**config.mk**
```make
export PLATFORM = sky130hd
export DESIGN_NAME = pipe_ctrl
export DESIGN_NICKNAME = d
export VERILOG_FILES = /design/src/rtl/pipe_ctrl.sv
export SDC_FILE = /design/constraint.sdc
export NUM_CORES = 1
export LEC_CHECK = 0
export BUFFER_PORTS_ARGS = -buffer_cell sky130_fd_sc_hd__buf_4
export CORE_MARGIN = 2
export CORE_UTILIZATION = 40
export CTS_CLUSTER_DIAMETER = 120
export DETAILED_ROUTE_END_ITERATION = 16
export GPL_TIMING_DRIVEN = 0
export PLACE_DENSITY_LB_ADDON = 0.25
export SYNTH_ARGS = -nofsm -noshare
export SYNTH_HDL_FRONTEND = slang
export SYNTH_SLANG_ARGS = --single-unit
```
**constraint.sdc**
```tcl
create_clock -name clk -period 4.4 [get_ports clk]
set_clock_uncertainty 0.05 [all_clocks]
set_input_delay 0.66 -clock clk [delete_from_list [all_inputs] [get_ports clk]]
set_output_delay 0.66 -clock clk [all_outputs]
set_load 0.01 [all_outputs]
```
**src/rtl/pipe_ctrl.sv**
```systemverilog
// pipe_ctrl -- pipeline stall/flush controller.
//
// Derives per-stage hold, bubble and clear controls from per-stage stall
// requests and a single-cycle flush request. After reset the pipeline is held
// for RST_HOLD ready cycles. An accepted flush clears stages
// 0..FLUSH_STAGES-1 for FLUSH_HOLD effective cycles. A flush cycle is only
// effective when no surviving stage is stalled.
//
// Optional feature macro: PIPE_CTRL_PERF_EN
//   When it is defined, saturating stall-cycle and flush-event counters are
//   built. When it is undefined, both counter outputs are tied to zero.
//
// Ports:
//   clk          clock (single domain)
//   rst          synchronous active-high reset
//   rdy          global ready; low freezes the pipeline and this controller
//   stall_req    [STAGES] per-stage stall requests (bit 0 = IF)
//   flush_req    single-cycle flush request
//   stall_state  [STAGES] hold stage i
//   bubble       [STAGES] load a bubble into stage i
//   flush        [STAGES] clear stage i
//   busy         registered, high whenever the controller is not in RUN
//   stall_cycles [CNT_W] stall cycle counter
//   flush_events [CNT_W] accepted flush counter
module pipe_ctrl #(
  parameter int STAGES       = 5,
  parameter int FLUSH_STAGES = 2,
  parameter int FLUSH_HOLD   = 1,
  parameter int RST_HOLD     = 2,
  parameter int CNT_W        = 32
) (
  input  logic              clk,
  input  logic              rst,
  input  logic              rdy,
  input  logic [STAGES-1:0] stall_req,
  input  logic              flush_req,
  output logic [STAGES-1:0] stall_state,
  output logic [STAGES-1:0] bubble,
  output logic [STAGES-1:0] flush,
  output logic              busy,
  output logic [CNT_W-1:0]  stall_cycles,
  output logic [CNT_W-1:0]  flush_events
);

  localparam int HOLD_MAX = (FLUSH_HOLD > RST_HOLD) ? FLUSH_HOLD : RST_HOLD;
  localparam int CW       = $clog2(HOLD_MAX + 1);

  typedef enum logic [1:0] {
    ST_HOLD  = 2'd0,
    ST_RUN   = 2'd1,
    ST_FLUSH = 2'd2
  } state_t;

  // Mask with ones in bit positions below n.
  function automatic logic [STAGES-1:0] low_mask(input int n);
    logic [STAGES-1:0] m;
    m = '0;
    for (int i = 0; i < STAGES; i++) begin
      if (i < n) m[i] = 1'b1;
      else       m[i] = 1'b0;
    end
    return m;
  endfunction

  // Bit j is set when any request exists at index >= j. The result is the
  // hold pattern for "stall everything up to the highest requester".
  function automatic logic [STAGES-1:0] stall_prefix(input logic [STAGES-1:0] req);
    logic [STAGES-1:0] p;
    logic acc;
    acc = 1'b0;
    p   = '0;
    for (int j = STAGES - 1; j >= 0; j--) begin
      acc  = acc | req[j];
      p[j] = acc;
    end
    return p;
  endfunction

  localparam logic [STAGES-1:0] FLUSH_MASK = low_mask(FLUSH_STAGES);
  localparam logic [CW-1:0]     RST_LOAD   = CW'(RST_HOLD);
  localparam logic [CW-1:0]     FLUSH_LOAD = CW'(FLUSH_HOLD);
  localparam logic [CW-1:0]     CNT_ONE    = CW'(1);

  state_t            state_r, state_nxt_s;
  logic [CW-1:0]     cnt_r, cnt_nxt_s;
  logic              busy_r;
  logic [STAGES-1:0] eff_req_s;
  logic [STAGES-1:0] pfx_s;

  // Next-state, down-counter and stage control decode.
  always_comb begin
    state_nxt_s = state_r;
    cnt_nxt_s   = cnt_r;
    stall_state = '1;
    bubble      = '0;
    flush       = '0;
    // Stages that are being cleared cannot usefully stall.
    if (state_r == ST_FLUSH) eff_req_s = stall_req & ~FLUSH_MASK;
    else                     eff_req_s = stall_req;
    pfx_s = stall_prefix(eff_req_s);

    if (!rdy) begin
      // Frozen: hold everything, no bubbles or clears, state untouched.
      stall_state = '1;
    end else begin
      case (state_r)
        ST_HOLD: begin
          stall_state = '1;
          cnt_nxt_s   = cnt_r - CNT_ONE;
          if (cnt_r <= CNT_ONE) state_nxt_s = ST_RUN;
          else                  state_nxt_s = ST_HOLD;
        end
        ST_RUN: begin
          stall_state = pfx_s;
          bubble      = {pfx_s[STAGES-2:0], 1'b0} & ~pfx_s;
          if (flush_req) begin
            state_nxt_s = ST_FLUSH;
            cnt_nxt_s   = FLUSH_LOAD;
          end else begin
            state_nxt_s = ST_RUN;
          end
        end
        ST_FLUSH: begin
          stall_state = pfx_s;
          bubble      = {pfx_s[STAGES-2:0], 1'b0} & ~pfx_s;
          flush       = FLUSH_MASK;
          if (flush_req) begin
            // Retrigger restarts the full flush window.
            cnt_nxt_s = FLUSH_LOAD;
          end else if (|eff_req_s) begin
            // Downstream held: this cycle does not count toward the flush.
            cnt_nxt_s = cnt_r;
          end else begin
            cnt_nxt_s = cnt_r - CNT_ONE;
            if (cnt_r <= CNT_ONE) state_nxt_s = ST_RUN;
            else                  state_nxt_s = ST_FLUSH;
          end
        end
        default: begin
          state_nxt_s = ST_HOLD;
          cnt_nxt_s   = RST_LOAD;
          stall_state = '1;
        end
      endcase
    end
  end

  // State, down-counter and registered busy flag.
  always_ff @(posedge clk) begin
    if (rst) begin
      state_r <= ST_HOLD;
      cnt_r   <= RST_LOAD;
      busy_r  <= 1'b1;
    end else begin
      state_r <= state_nxt_s;
      cnt_r   <= cnt_nxt_s;
      busy_r  <= (state_nxt_s != ST_RUN);
    end
  end

  assign busy = busy_r;

`ifdef PIPE_CTRL_PERF_EN
  function automatic logic [CNT_W-1:0] sat_inc(input logic [CNT_W-1:0] v);
    if (&v) return v;
    else    return v + {{(CNT_W-1){1'b0}}, 1'b1};
  endfunction

  logic [CNT_W-1:0] stall_cycles_r;
  logic [CNT_W-1:0] flush_events_r;
  logic             stall_cnt_en_s;
  logic             flush_acc_s;

  assign stall_cnt_en_s = rdy & (state_r != ST_HOLD) & (|stall_state);
  assign flush_acc_s    = rdy & flush_req & ((state_r == ST_RUN) | (state_r == ST_FLUSH));

  // Saturating performance counters.
  always_ff @(posedge clk) begin
    if (rst) begin
      stall_cycles_r <= '0;
      flush_events_r <= '0;
    end else begin
      if (stall_cnt_en_s) stall_cycles_r <= sat_inc(stall_cycles_r);
      else                stall_cycles_r <= stall_cycles_r;
      if (flush_acc_s)    flush_events_r <= sat_inc(flush_events_r);
      else                flush_events_r <= flush_events_r;
    end
  end

  assign stall_cycles = stall_cycles_r;
  assign flush_events = flush_events_r;
`else
  assign stall_cycles = '0;
  assign flush_events = '0;
`endif

endmodule

```
# Word level (Yosys, flattened, before mapping)
# Index checks and enable logic that the tools add are counted.
[op_classes]
add_sub_neg = 1
n_lt_le_gt_ge = 1
n_eq_ne = 5
mux = 18
n_bitwise = 6
reduce_logical = 4
[ops]
columns = ["operator", "count"]
rows = [
  ["$mux W2", 11],
  ["$mux W5", 4],
  ["$pmux W2 S3", 2],
  ["$and A5 B5 Y5", 1],
  ["$not A5 Y5", 1],
  ["$reduce_or A5 Y1", 1],
  ["$or A1 B1 Y1", 4],
  ["$ne A3 B3 Y1 const B", 1],
  ["$reduce_and A3 Y1", 1],
  ["$eq A2 B1 Y1 const B", 1],
  ["$eq A2 B2 Y1 const B", 1],
  ["$le A2 B1 Y1 const B", 1],
  ["$logic_not A2 Y1", 1],
  ["$ne A2 B1 Y1 const B", 1],
  ["$ne A2 B2 Y1 const B", 1],
  ["$reduce_or A2 Y1", 1],
  ["$sub A2 B1 Y2 const B", 1],
  ["$mux W1", 1],
]
[word_totals]
reg_bits = 5
input_bits = 9

# Logic depth before layout (Yosys ltp)
# Gate-level depths: netlist of the first run.
[depth]
word_depth = 8
mapped_depth = 7
mapped_depth_nobuf = 6

# Worst setup path after synthesis of the first run
# No wires, ideal clock.
[synth_timing]
kind = "in2out"
start = "input port stall_req[3]"
end = "output port bubble[1]"
cell_stages = 4
t_arrival_ns = 1.746
path_buffers = 0
setup_slack_ns = 1.944
cell_sequence = "or3_4 > nor2_1 > inv_1 > nor4b_1"
[synth_via]
elab_chain_len = 7
word_cells_on_any_way = 8
classes_between = "2 x mux; 6 x bitwise"
[synth_rtl]
columns = ["item", "line_no", "rtl"]
rows = [
  ["start: declaration", "35", "input logic [STAGES-1:0] stall_req,"],
  ["$or A1 B1 Y1 (*) (3 in series)", "73", "acc = acc | req[j];"],
  ["$or A1 B1 Y1 or $not A5 Y5 (tied branches)", "73, 115, 125", ""],
  ["$and A5 B5 Y5 (*)", "115, 125", ""],
  ["$mux W5 (*)", "-", ""],
  ["$mux W5 (*)", "102", "if (!rdy) begin"],
  ["end: declaration", "38", "output logic [STAGES-1:0] bubble,"],
]
# Mark *: on every way between the ends. The rest lies on a longest branch, timed or not.

# Worst setup path after layout of the first run
# Ends and elaborated chain as after synthesis.

==> results of run 1 <==
cell usage after synthesis (2+ instances only):
master    number
inv_1          9
a211o_1        2
ha_1           5
and2_1         2
a21oi_1        4
nand2_1        3
nor2_1         8
dfxtp_1        5
o21ai_0        4
nand2b_1       3
a32o_1         2
buf_4         69
metal layers:
metal  part of all wire  routed length (um)
met3               0.17                 299
met4                  0                   0
met2               0.47                 832
met1               0.36                 642
met5                  0                   0
per-stage QoR:
stage | total power [mW] | instances
4_1_cts | 0.221 | 251
3_3_place_gp | 0.164 | 247
6_report | 0.221 | 251
3_5_place_dp | 0.165 | 247
5_1_grt | 0.239 | 251
2_1_floorplan | 0.148 | 199
registers in the layout, indices dropped and copies added, names as in the netlist:
name     count
busy         1
cnt_r        2
state_r      2
worst max-delay path by stage:
| stage | startpoint | to | slack (ns) | cells after the start |
|---|---|---|---|---|
| 6_report | stall_req[3] | bubble[1] | 1.75 | 6 |
| 5_1_grt | state_r[1] | bubble[1] | 1.63 | 7 |
| 4_1_cts | stall_req[3] | bubble[1] | 1.74 | 6 |
| 3_5_place_dp | stall_req[3] | bubble[1] | 1.75 | 6 |
| 3_3_place_gp | stall_req[3] | bubble[1] | 1.78 | 6 |
| 2_1_floorplan | stall_req[3] | bubble[1] | 1.94 | 4 |
power by group:
part	switching, mW	internal (mW)	leakage, nW
Clock	0.0186	0.0343	0.0150
Sequential	0.00395	0.0498	0.0411
Combinational	0.0547	0.0593	0.853
Total	0.0772	0.143	0.910
kinds of logic after synthesis:
logic type,synth area share
other cells,0.00382
mux,0.0102
compound gates,0.111
flops,0.102
buf+inv,0.566
simple gates,0.144
fa+ha+maj,0.0637
layout by cell type, fill, tap and decap left out:
cell,n
o32ai_1,1
a21oi_1,4
and2_1,2
or3_2,1
nand3b_1,1
mux2i_1,1
a31oi_1,1
inv_1,9
nand3_1,1
a22o_1,1
nand2b_1,3
ha_1,5
nor2_1,8
and2b_2,1
o21ai_0,4
dfxtp_1,5
nor4b_1,1
conb_1,68
or2_2,1
and2b_1,1
nand2_1,3
clkbuf_4,3
nor4_1,1
a211o_1,2
o31ai_1,1
clkbuf_1,2
a32o_1,2
or3_4,1
buf_4,89
final cells by class:
class                   count  share of cell area
clock buffers               4              0.0182
repair buffers             20               0.104
inverters                   9              0.0234
well taps                  28              0.0242
multi-input cells         115               0.400
flip-flops and latches      5              0.0693
plain buffers              70               0.361
worst reg2reg max path: stages (launching register included):
cell and delay, ns:
dfxtp_1 0.40, inv_1 0.08, ha_1 0.19, clkbuf_1 0.18, and2b_2 0.24, a211o_1 0.34
a211o_1 0.30
==> results.md, run 1 <==
Floorplan:
- Measured along the x axis, the die boundary spans 53.6 um.
- The number of cell rows is 17.
- For this configuration, the core starts out at a cell density of 0.432.
- The placeable core area is 0.00228 mm^2.
- The floorplan step defined a die boundary enclosing 0.00287 mm^2.
- In this run the vertical extent of the chip is 53.6 um.
- 89 I/O pins were placed.

Timing:
- Setup violations remaining at the end of the flow were counted as 0.
- The worst hold slack is 0.452 ns.
- Once routing completed, OpenROAD measured the worst setup slack at 1.75 ns.
- The number of hold-slack violations in the final timing report was 0.
- In the final timing run, aggregate negative setup slack is 0 ns.
- The highest clock rate is 0.377 GHz.
- The final period utilization is 0.602.
- The number of pins with negative max-slew slack in the final report came to 0.
- The shortest period the worst path allows is 2.65 ns.
- Setup repair after global routing left no endpoint under its margin.

Cells and area:
- The area taken by flip-flops and latches is 100 um^2.
- Relative to the synthesized area, the layout overhead comes to 47.1%.
- The number of fill cells is 225.
- The count of antenna diodes in the layout is 0.
- Summing all multi-input logic gate instances after layout gives 578 um^2.
- In the final layout, the share of cells above drive strength 1 is 0.430.
- The final standard cell utilization of the core is 0.635.
- The cell area after layout is 0.00145 mm^2.
- After the last flow step, the layout net total stands at 238.

Clock tree:
- In this run the clock root is driven by a clkbuf_4.
- The number of H-tree levels is 1.
- The clock passes through at most 2 buffers.
- Counting every sink on the clock net gives 5.
- The number of clock buffers inserted by TritonCTS is 3.
- The insertion delay of the later-clocked pin in the worst-skew pair is 0.24 ns.
- The CTS tree is yes.
- In this run the post-CTS setup repair buffer count came out at 0.
- The count of hold-fix buffers inserted at cts is 0.
- After clock tree synthesis, the clock-pin slew on the worst setup and hold paths is 0.04 ns.
- The count of cells resized by post-cts repair is 0.

Critical path:
- The data arrival time of the critical path is 1.94 ns.
- Grouping stages by cell kind, the critical path spends the most delay in simple AND/OR/NAND/NOR gates.
- The cell repeated most along the worst path is buf_4.
- The element type at the critical path end is a primary output.
- The depth of the worst register-to-register path is 6.
- The worst setup path is of the primary input to primary output kind.
- The worst register-to-register path begins at state_r[0].
- The delay of the slowest critical-path stage is 0.40 ns.
- The worst-case register-to-register setup slack is 2.50 ns.
- The critical path goes through buf_4, or3_4, nor2_1, inv_1, nor4b_1, buf_4.
- The maximum net fanout on the critical path is 4.
- The combined buffer and inverter count along the critical path is 3.
- STA classifies the critical path startpoint as a primary input.
- The slowest stage of the critical path is the or3_4 cell.
- The worst register-to-register path ends at cnt_r[1].
- At the worst endpoint, the required time is 3.69 ns.

Hold path:
- The worst hold path belongs to the class register to register.
- The count of cells along the worst hold path is 2.
- In this run the most critical hold path is launched from cnt_r[0].
- The worst hold path endpoint is cnt_r[0].

Yosys:
- Of the post-synthesis cell area, the dominant cell type holds 0.527.
- The count of unique library cells instantiated by Yosys is 28.
- The most used flip-flop cell after synthesis is dfxtp_1.
- The async set or reset register ratio after synthesis is 0.
- The count of synthesis-stage warnings from yosys is 0.
- For this run, the register share of the synthesized area comes to 0.102.
- The number of enable-type register cells in the synthesized netlist is 0.
- After technology mapping, the gate count stands at 132.
- After synthesis the netlist holds a flip-flop and latch count of 5.
- The post-synthesis instance area is 982 um^2.
- The most area-hungry cell type in the Yosys netlist is buf_4.
- A synthesized cell averages 7.44 um^2.
- Ranked by total cell area, the synthesized netlist is headed by buf_4 53%, dfxtp_1 10%, ha_1 6.4%, inv_1 3.4%, nor2_1 3.1%.

Pwr:
- The leakage power is 0.910 nW.
- In this run the power density over the cells is 153 mW/mm^2.
- The peak supply drop is 99.2 uV.

Global route:
- In this run the most used layer during global routing was met2.
- The number of global-route vias before repair came to 585.
- The sum of overflow across all layers after global routing is 0.
- The fraction of met1 tracks used by global routing is 0.118.
- The first global-routing pass estimated 2240 um of wire.
- For this run, the total global-route usage over all layers was measured as 0.107.
- The met3 track demand over resource is 0.0250.
- The initial antenna violation count is 0.
- The pin count of the biggest net entering global routing is 10.
- The global-route track usage on met2 is 0.187.

Detailed routing:
- The post-detailed-route wirelength per cell is 7.06 um.
- The number of vias after detailed routing is 856.
- The DRC violation total after the first TritonRoute iteration is 8.
- For this block, the routed nets add up to 1770 um of wire.
- The detailed-routing iteration count for the pre-antenna-repair pass is 4.
- The per-cell via count in the routed design is 3.41.
- The post-route DRC violation count is 0.
- The detail route stage leaves a number of antenna-violating nets equal to 0.

Job:
- The count of maximum capacitance violations is 0.

Place:
- Input and output buffers added on the ports amount to 20.
- Once placement finished, the instance area stood at 0.00142 mm^2.
- After legalization and detailed placement, the total HPWL measured 1620 um.
- At the end of routability-driven placement, the weighted congestion stood at 0.831.
- Before CTS, the worst setup slack after placement is 1.75 ns.

Status:
- The run finished with clean final reports.
Note: power is estimated with default switching activity, not from simulation.
==> run 2, diff against run 1 <==
--- a/config.mk
+++ b/config.mk
@@ -5,9 +5,10 @@
 export SDC_FILE = /design/constraint.sdc
 export NUM_CORES = 1
 export LEC_CHECK = 0
+export ABC_AREA = 1
 export BUFFER_PORTS_ARGS = -buffer_cell sky130_fd_sc_hd__buf_4
 export CORE_MARGIN = 2
-export CORE_UTILIZATION = 40
+export CORE_UTILIZATION = 38
 export CTS_CLUSTER_DIAMETER = 120
 export DETAILED_ROUTE_END_ITERATION = 16
 export GPL_TIMING_DRIVEN = 0
==> constraint.sdc (replaced) <==
create_clock -name clk -period 2.65 [get_ports clk]
set_clock_uncertainty 0.05 [all_clocks]
set_input_delay 0.3975 -clock clk [delete_from_list [all_inputs] [get_ports clk]]
set_output_delay 0.3975 -clock clk [all_outputs]
set_load 0.01 [all_outputs]
==> results.md, run 2 <==
Clock tree:
- The number of setup buffers added after CTS is 0 (unchanged).
- The number of clock buffers inserted by TritonCTS is 3 (unchanged).
- The TritonCTS sink count came to 5 (unchanged).
- The clock-pin slew reported for the worst setup and hold paths after clock tree synthesis came to 0.04 ns (about the same).
- The buffer levels on the longest clock path is 2 (unchanged).
- The library cell used as clock root buffer is clkbuf_4 (unchanged).
- The insertion delay of the later-clocked pin in the worst-skew pair is 0.24 ns (about the same).
- The count of hold-fix buffers inserted at cts was 0 (unchanged).
- The CTS tree is yes (unchanged).
- The number of H-tree levels is 1 (unchanged).
- The count of cells resized by post-cts repair came to 0 (unchanged).

Detailed routing:
- The DRC violation total after the first TritonRoute iteration was 9 (was 8).
- The final wirelength was 1540 um (was 1770 um).
- The per-cell via count in the routed design is 3.10 (was 3.41).
- The number of vias after detailed routing is 835 (was 856).
- The post-detailed-route wirelength per cell is 5.74 um (was 7.06 um).
- The number of routed nets with antenna violations is 0 (unchanged).
- The detailed-routing iteration count for the pre-antenna-repair pass came to 4 (unchanged).
- The post-route DRC violation count came to 0 (unchanged).

Place:
- The last weighted congestion value of the routability-driven placer is 0.731 (was 0.831).
- The placed standard-cell area was 0.00143 mm^2 (was 0.00142 mm^2).
- The HPWL after detailed placement is 1430 um (was 1620 um).
- The number of I/O port buffers is 20 (unchanged).

Yosys:
- The multiplexer share of the synthesized area is 0 (was 0.0102).
- The dominant combinational cell family by area after synthesis is buffers and inverters (unchanged).
- The count of unique library cells instantiated by Yosys is 17 (was 28).
- Top cells by area, synth: buf_4 52%, dfxtp_1 10%, nand2_1 6.8%, ha_1 6.3%, inv_1 5.3% (was buf_4 53%, dfxtp_1 10%, ha_1 6.4%, inv_1 3.4%, nor2_1 3.1%).
- The count of synthesis-stage warnings from yosys is 0 (unchanged).
- The mean cell area of the mapped netlist is 6.71 um^2 (was 7.44 um^2).
- The post-synthesis share of cell area spent on xor and xnor gates is 0 (unchanged).
- The async set or reset register ratio after synthesis is 0 (unchanged).
- The count of mapped cells out of synthesis came to 148 (was 132).
- The most area-hungry cell type in the Yosys netlist is buf_4 (unchanged).
- The number of enable-type register cells in the synthesized netlist came to 0 (unchanged).
- The area fraction in compound gates after synthesis is 0.0743 (was 0.111).
- The share of the yosys chip area belonging to registers came to 0.101 (was 0.102).
- The flop and latch count out of synthesis is 5 (unchanged).
- The area share of and/or/nand/nor cells after synthesis is 0.173 (was 0.144).
- The main flop type after synthesis is dfxtp_1 (unchanged).
- Synth cell count leaders: 69 x buf_4, 18 x nand2_1, 14 x inv_1, 13 x nor2_1, 7 x a21oi_1 (was 69 x buf_4, 9 x inv_1, 8 x nor2_1, 5 x dfxtp_1, 5 x ha_1).
- The fraction of synthesized cell area taken by the top area cell type is 0.521 (was 0.527).
- The adder-cell share of the synthesized area is 0.0630 (was 0.0637).
- The post-synthesis instance area came to 993 um^2 (was 982 um^2).
- The most frequently used cell type in the post-synthesis netlist is buf_4 (unchanged).

Pwr:
- The power density normalized to cell area came to 249 mW/mm^2 (was 153 mW/mm^2).
- The leakage power came to 0.967 nW (was 0.910 nW).
- The peak supply drop is 197 uV (was 99.2 uV).

Timing:
- The post-route setup TNS is 0 ns (unchanged).
- Based on the critical path, the design can be clocked at up to 0.468 GHz.
- The final period utilization is 0.807.
- The shortest period the worst path allows is 2.14 ns.
- The number of hold-slack violations in the final timing report is 0 (unchanged).
- Setup repair after global routing missed its margin: false (unchanged).
- The total setup violations reported at the end of the flow is 0 (unchanged).
- The number of pins with negative max-slew slack in the final report came to 0 (unchanged).

Critical path:
- The cell family with the largest share of critical-path delay is simple AND/OR/NAND/NOR gates (unchanged).
- The cell repeated most along the worst path is nor2_1 (was buf_4).
- The critical path class is register to primary output (was primary input to primary output).
- The combined buffer and inverter count along the critical path is 2 (was 3).
- The slowest cell on the critical path is dfxtp_1 (was or3_4).
- The delay of the slowest critical-path stage is 0.40 ns (about the same).
- The element type at the critical path end is a primary output (unchanged).
- The maximum net fanout on the critical path is 5 (was 4).
- The critical path launch point type was a register (was primary input).
- The data arrival time of the critical path is 1.69 ns (was 1.94 ns).
- Critical-path cell list: inv_1, ha_1, nand4_1, nor2_1, nand2_1, nor2_1, buf_4 (was buf_4, or3_4, nor2_1, inv_1, nor4b_1, buf_4).
- The required time at the worst-slack endpoint is 2.20 ns (was 3.69 ns).

Floorplan:
- The width of the die is 55.1 um (was 53.6 um).
- The placeable core area is 0.00248 mm^2 (was 0.00228 mm^2).
- The number of cell rows is 18 (was 17).
- The initial core utilization came to 0.401 (was 0.432).
- The y dimension of the die is 55.1 um (was 53.6 um).
- The number of primary I/O pins is 89 (unchanged).
- The area of the die is 0.00304 mm^2 (was 0.00287 mm^2).

Status:
- Result of the run: finished, final reports clean (unchanged).

Cells and area:
- The number of fill cells is 239 (was 225).
- The area taken by flip-flops and latches is 100 um^2 (unchanged).
- The area of the multi-input gates came to 563 um^2 (was 578 um^2).
- The count of antenna diodes in the layout is 0 (unchanged).
- Top library cells by usage in the layout, fill and taps aside: 89 x buf_4, 68 x conb_1, 18 x nand2_1, 14 x inv_1, 13 x nor2_1 (was 89 x buf_4, 68 x conb_1, 9 x inv_1, 8 x nor2_1).
- The final net count is 254 (was 238).
- The signed area change from the synthesized netlist to the final layout is 46.9% (was 47.1%).
- The fraction of layout cells with a size suffix above 1 is 0.410 (was 0.430).
- The cell area after layout was 0.00146 mm^2 (was 0.00145 mm^2).
- The most common cell after layout, fill and taps aside was buf_4 (unchanged).

Global route:
- The pin count of the biggest net entering global routing is 8 (was 10).
- The global routing usage summed across all routing layers came to 0.0850 (was 0.107).
- The number of global-route vias before repair came to 500 (was 585).
- The sum of overflow across all layers after global routing is 0 (unchanged).
- The initial antenna violation count is 0 (unchanged).
- The global-route wire length before repair is 1880 um (was 2240 um).

Job:
- The count of maximum capacitance violations was 0 (unchanged).

Hold path:
- The type of the most critical hold path is primary input to register (was register to register).
[run 2: power breakdown]
part           switching (mW)  total (mW)  internal [mW]  leakage (nW)
clock                  0.0312      0.0881         0.0569        0.0150
sequential            0.00468      0.0868         0.0821        0.0412
combinational          0.0929       0.189         0.0960         0.911
[run 2: kinds of logic after synthesis]
group,count (synthesis)
adder cells (fa/ha/maj),5
AO/OA/AOI/OAI,12
flip-flops,5
other,1
AND/OR/NAND/NOR,39
buffers and inverters,86
[run 2: area by class of cell]
cell class              count  area share
repair buffers             20       0.103
clock buffers               4      0.0180
multi-input cells         124       0.386
plain buffers              69       0.355
well taps                  30      0.0257
flip-flops and latches      5      0.0686
inverters                  17      0.0437
[run 2: final timing paths]
kind / start / endpoint / slack, ns / depth (start not counted)
worst max register to register: state_r[0] / busy / 0.99 / 10
worst max-delay path: state_r[0] / bubble[1] / 0.51 / 7
worst min-delay path: rst / state_r[0] / 0.28 / 2
worst min register to register: cnt_r[0] / cnt_r[0] / 0.45 / 2
[run 2: worst reg2reg max path: stages, from the launching register on]
cell and delay [ns]:
dfxtp_1 0.40, inv_1 0.09, ha_1 0.29, inv_2 0.12, o21ai_4 0.07, nand3_1 0.10, nand2_1 0.05, nand3_1 0.06
nand2_1 0.06, a21oi_1 0.16, nand3_1 0.09
[run 2: through the flow]
| stage | total power [mW] | std cells | hold slack [ns] | utilization | setup slack (ns) |
|---|---|---|---|---|---|
| 2_1_floorplan | 0.247 | 215 | 0.413 | - | 0.784 |
| 3_3_place_gp | 0.273 | 265 | 0.442 | 0.578 | 0.759 |
| 3_5_place_dp | 0.273 | 265 | 0.446 | 0.578 | 0.763 |
| 4_1_cts | 0.365 | 269 | 0.278 | 0.589 | 0.488 |
| 5_1_grt | 0.395 | 269 | 0.282 | 0.589 | 0.353 |
| 6_report | 0.364 | 269 | 0.282 | 0.589 | 0.511 |
[run 2: metal layers]
| layer | wire [um] | vias up | GRT usage |
|---|---|---|---|
| met5 | 0 | - | 0 |
| met4 | 15 | 0 | 0.0488 |
| met3 | 265 | 2 | 0.0215 |
| met2 | 694 | 49 | 0.143 |
| met1 | 568 | 290 | 0.0969 |
| li1 | - | 494 | - |
